### src/rtl/reg_file_pkg.sv
// Shared sizing constants and types for the decode-stage register file.
package reg_file_pkg;

  localparam int DATA_WIDTH = 32;
  localparam int ADDR_WIDTH = 5;
  localparam int NUM_REGS   = 2 ** ADDR_WIDTH;

  typedef logic [DATA_WIDTH-1:0] reg_data_t;
  typedef logic [ADDR_WIDTH-1:0] reg_addr_t;

endpackage

### src/rtl/reg_file_read_port.sv
// One read port: selects a register and captures it on the falling clock edge.
// Output is cleared asynchronously by reset and holds between falling edges.
module reg_file_read_port #(
  parameter int DATA_WIDTH = reg_file_pkg::DATA_WIDTH,
  parameter int ADDR_WIDTH = reg_file_pkg::ADDR_WIDTH,
  parameter int NUM_REGS   = reg_file_pkg::NUM_REGS
) (
  input  logic                                 clk,
  input  logic                                 rst_n,
  input  logic [NUM_REGS-1:0][DATA_WIDTH-1:0]  i_regs,
  input  logic [ADDR_WIDTH-1:0]                i_addr,
  output logic [DATA_WIDTH-1:0]                o_rd
);

  logic [DATA_WIDTH-1:0] w_sel;
  logic [DATA_WIDTH-1:0] r_rd;

  assign w_sel = i_regs[i_addr];

  // Falling-edge capture lets a write committed on the rising edge be seen in the same cycle.
  always_ff @(negedge clk or negedge rst_n) begin
    if (!rst_n) begin
      r_rd <= '0;
    end else begin
      r_rd <= w_sel;
    end
  end

  assign o_rd = r_rd;

endmodule

### src/rtl/reg_file.sv
// 32x32 register file, two falling-edge-registered read ports, one rising-edge write port.
// Reset loads reg[i] = i; reg[0] is never written afterwards.
module reg_file #(
  parameter int DATA_WIDTH = reg_file_pkg::DATA_WIDTH,
  parameter int ADDR_WIDTH = reg_file_pkg::ADDR_WIDTH,
  parameter int NUM_REGS   = reg_file_pkg::NUM_REGS
) (
  input  logic                  clk,
  input  logic                  reset,
  input  logic                  write,
  input  logic [ADDR_WIDTH-1:0] PR1,
  input  logic [ADDR_WIDTH-1:0] PR2,
  input  logic [ADDR_WIDTH-1:0] WR,
  input  logic [DATA_WIDTH-1:0] WD,
  output logic [DATA_WIDTH-1:0] RD1,
  output logic [DATA_WIDTH-1:0] RD2
);

  import reg_file_pkg::*;

  logic [NUM_REGS-1:0][DATA_WIDTH-1:0] r_regs;
  logic                                w_wr_en;

  assign w_wr_en = write && (WR != '0);

  always_ff @(posedge clk or negedge reset) begin
    if (!reset) begin
      for (int i = 0; i < NUM_REGS; i++) begin
        r_regs[i] <= DATA_WIDTH'(i);
      end
    end else if (w_wr_en) begin
      r_regs[WR] <= WD;
    end
  end

  reg_file_read_port #(
    .DATA_WIDTH (DATA_WIDTH),
    .ADDR_WIDTH (ADDR_WIDTH),
    .NUM_REGS   (NUM_REGS)
  ) u_rd1 (
    .clk    (clk),
    .rst_n  (reset),
    .i_regs (r_regs),
    .i_addr (PR1),
    .o_rd   (RD1)
  );

  reg_file_read_port #(
    .DATA_WIDTH (DATA_WIDTH),
    .ADDR_WIDTH (ADDR_WIDTH),
    .NUM_REGS   (NUM_REGS)
  ) u_rd2 (
    .clk    (clk),
    .rst_n  (reset),
    .i_regs (r_regs),
    .i_addr (PR2),
    .o_rd   (RD2)
  );

endmodule

### config.mk
export PLATFORM = sky130hd
export DESIGN_NAME = reg_file
export DESIGN_NICKNAME = d
export VERILOG_FILES = /design/src/rtl/reg_file_pkg.sv /design/src/rtl/reg_file_read_port.sv /design/src/rtl/reg_file.sv
export SDC_FILE = /design/constraint.sdc
export NUM_CORES = 2
export LEC_CHECK = 0
export CORE_MARGIN = 3
export CORE_UTILIZATION = 60
export CTS_BUF_LIST = sky130_fd_sc_hd__clkbuf_16
export DETAILED_ROUTE_END_ITERATION = 7
export PLACE_DENSITY = 0.73
export SETUP_SLACK_MARGIN = 0.1
export SYNTH_ARGS = -nofsm -noshare
export SYNTH_HDL_FRONTEND = slang
export SYNTH_SLANG_ARGS = --single-unit
### constraint.sdc
create_clock -name clk -period 1.9 [get_ports clk]
set_input_delay 0.285 -clock clk [delete_from_list [all_inputs] [get_ports clk]]
set_output_delay 0.285 -clock clk [all_outputs]
set_load 0.02 [all_outputs]
# ---- Word-level counts from Yosys, hierarchy flattened
# Index checks and enable logic that the tools add are counted.
# W data, S select, Z words.
dict set report totals {
  register_bits 1088
  input_bits 50
  out_inout_bits 64
  wordCells 48
}
dict set report op_classes {
  n_lt_le_gt_ge 4
  mux 7
  n_reduce_logical 3
}
# op n
set ops {}
lappend ops {{$bwmux W1024} 1}
lappend ops {{$bmux W32 S5} 2}
lappend ops {{$demux W32 S5} 1}
lappend ops {{$mux W32} 3}
lappend ops {{$lt A5 B6 Y1 const B} 3}
lappend ops {{$ge A5 B1 Y1 const B} 1}
lappend ops {{$reduce_bool A5 Y1} 1}
lappend ops {{$logic_and A1 B1 Y1} 2}

# ---- Depth between registers and ports, before layout
dict set report logic_depth {
  word_depth 5
  depth_mapped 8
  ltp_nobuf 5
}

# ---- Modules after synthesis
# From an unflattened synthesis, not the netlist that was laid out.
dict set report hier_totals {
  cells_unflattened 4667
  hier_area_um2 57548.9
}
# mod instances cells_per_inst area_each_um2 seq_area_each_um2
set modules_own_cells {}
lappend modules_own_cells {reg_file 1 2287 38172.9 25724.7}
lappend modules_own_cells {reg_file_read_port 2 1190 9688.0 800.8}

==> impl_metrics.csv <==
group,metric,value,unit
clock_network,cts_buffers,116,
pwr,p_seq_share,45.7,%
setup_path,crit_arrival,2.37,ns
worst_hold_path,hp-class,"in2async",
grt,grt_start_max_net_pins,66,
clock_network,clock_latency,0.70,ns
pwr,power_switching,19.95,mW
sta,final.setup.worst_slack,-0.7594,ns
detailed_routing,drc,0,
final_layout,syn_to_final_growth,21.49,%
pwr,p_leak,33.37,nW
pwr,vdd_drop_max,0.7703,mV
sta,relSlewSlack,47.85,%
pwr,comb_power_share,21.6,%
grt,grt_pass1_wl,279200,microns
final_layout,fillCellCount,6365,
detailed_routing,wirelength,187300,microns
placed_design,gp_congestion,0.9233,
setup_path,crit_required,1.62,ns
setup_path,cp_slowest_cell,"dfrtn_1",
floorplan,die_h,315.9,microns
yosys,synth_top_area_share,40.99,%
detailed_routing,num_vias,42920,
floorplan,die_w,315.9,microns
yosys,synth-seq-area-share,47.42,%
detailed_routing,vias_per_cell,6.624,
setup_path,r2r_slack,-0.54,ns
setup_path,slowest_delay,0.53,ns
grt,grt_usage,37.24,%
grt,grt.overflow.total,0,
yosys,synth_common_cells,"1024 x mux2i_1, 955 x mux2_2, 944 x dfrtp_1, 236 x clkbuf_1, 210 x nand2_1",
detailed_routing,drtPass1Iterations,6,
clock_network,path_clk_slew,0.06,ns
yosys,synth_edf_count,0,
setup_path,start_kind,"flop",
sta,rsz0062_at_grt,"yes",
placed_design,dp_hpwl,123400,microns
setup_path,path_cells,"buf_12, buf_12",
pwr,p_per_area,979.4,nW/um^2
yosys,syn_nets,4715,
detailed_routing,drt_iter0_drc,4534,
clock_network,h-tree-depth,3,
outcome,status,"finished, violations left",
yosys,syn_area,57630,sq um
clock_network,tritoncts,"built",
grt,grt_pass1_vias,43720,
detailed_routing,avgRoutedWirePerCell,28.90,microns
yosys,synth_area_leader_cell,"dfrtp_1",
floorplan,die_area,99800,sq um
pwr,p_clk_share,32.7,%
grt,antenna_found_initial,3,
final_layout,drive_gt1_share,39.41,%
sta,drv_slew,0,
yosys,ys_seq_elements,1088,
sta,tightest_slew,0.7822,ns
final_layout,diodes,0,
sta,finalSetupTns,-61.62,ns
placed_design,portBuffers,113,
sta,finalSetupViolCount,128,
pwr,p_int,48.62,mW
yosys,synth.most_common_cell,"mux2i_1",
yosys,yosysWarnings,0,
yosys,netlist_instances,4665,
detailed_routing,ant_nets,0,
sta,finalHoldViolCount,0,
setup_path,critPathKind,"reg2out",
clock_network,clk_path_buf_depth,3,
floorplan,core_area,95150,sq um
setup_path,cp_max_fo,1,
sta,whs,0.2458,ns
yosys,postSynthAreaPerCell,12.35,sq um
setup_path,crit_top_cell,"buf_12",
floorplan,fp-row-count,113,
sta,fin_skew,0.06136,ns
pwr,swShare,29.09,%
floorplan,start_util,60.56,%
outcome,violations,"setup timing",
yosys,synth.area.top_cells,"dfrtp_1 41%, mux2_2 19%, mux2i_1 18%",
clock_network,clock_sinks,1088,
setup_path,path_delay_family,"flip-flops",
setup_path,critPathBufInv,2,
yosys,ys.flop_type,"dfrtp_1",
yosys,yosysUniqueCellTypes,30,
final_layout,nets,5161,
pwr,p_total,68.57,mW
final_layout,utilization,73.57,%
floorplan,io_pins,114,
flow_run,drv_cap,0,
yosys,ys_async_sr_fraction,100.0,%
setup_path,endpoint_kind,"output port",
clock_network,clockRootBuffer,"clkbuf_16",
registers in the layout, indices dropped and copies added, names as in the netlist:
| name | flops |
|---|---|
| u_rd1.o_rd | 32 |
| r_regs | 1024 |
| u_rd2.o_rd | 32 |
stage by stage:
step	instance area [sq um]	worst slack, ns	cells
detailed placement	65210	-1.435	6203
global route	70010	-0.7754	6479
finish	70010	-0.7594	6479
floorplan	58220	-0.4860	4665
global placement	65210	-1.400	6203
CTS	69820	-0.7634	6471
metal layers:
layer	GRT usage (%)	part of all wire, %
met5	0	0
met3	7.223	8.8
met2	56.32	45
met1	52.67	42
met4	15.87	4.7
timing repair:
action	in CTS	in global routing
gates resized for setup	434	30
pin swaps	76	78
gates cloned	6	0
hold endpoints to repair	349	0
hold buffers	1	0
endpoints found under the setup margin	128	128
buffers inserted	41	8
worst register-to-register path: stages (launching register included):
cell     delay [ns]
dfrtp_1        0.38
buf_6          0.12
mux2i_2        0.17
a22o_1         0.18
nor3_2         0.04
a31oi_1        0.24
nand3_1        0.14
worst paths after layout:
kind / startpoint / endpoint / cells past startpoint
hold reg to reg: r_regs[7] / r_regs[7] / 0
max in group asynchronous: reset / u_rd2.o_rd[9] / 4
hold / removal: reset / r_regs[645] / 3
setup reg to reg: r_regs[8] / u_rd2.o_rd[8] / 6
min in group clk: r_regs[7] / r_regs[7] / 0
setup / recovery: u_rd2.o_rd[21] / RD2[21] / 2
power groups by stage:
stage	Clock, mW	Combinational [mW]	Sequential [mW]
finish	22.4	14.8	31.3
global route	23.6	15.9	31.8
CTS	22.6	14.6	31.2
detailed placement	0	14.1	31.4
global placement	0	13.8	31.1
floorplan	0	9.20	30.6
area by class of cell:
class	count	area, sq um	area share (%)
multi-input cells	3104	28140	40.19
clock buffers	119	2978	4.254
clock inverters	102	750.7	1.072
repair buffers	801	9235	13.19
flip-flops and latches	1088	27330	39.03
well taps	1265	1583	2.261
placed cells by master, fill, tap and decap left out, types with 80 or more instances in the layout:
cell type     n
dfrtp_1     944
mux2i_1    1009
a21oi_1     192
dfstp_2      80
a22o_1      128
nand3_1     194
a22oi_1     192
clkbuf_16   119
buf_12      210
buf_4       454
mux2_2      955
nand2_1     193
logic make-up (layout without fill, tap and decap cells):
kind of cell,count (synthesis),in the layout,share of synthesized area (%)
AOI/OAI and AO/OA,576,576,6.809
buffers and inverters,473,1022,4.332
DFF,1088,1088,47.42
muxes,2016,2016,37.17
and+or+nand+nor,512,512,4.267
(Power assumes the default switching activity.)
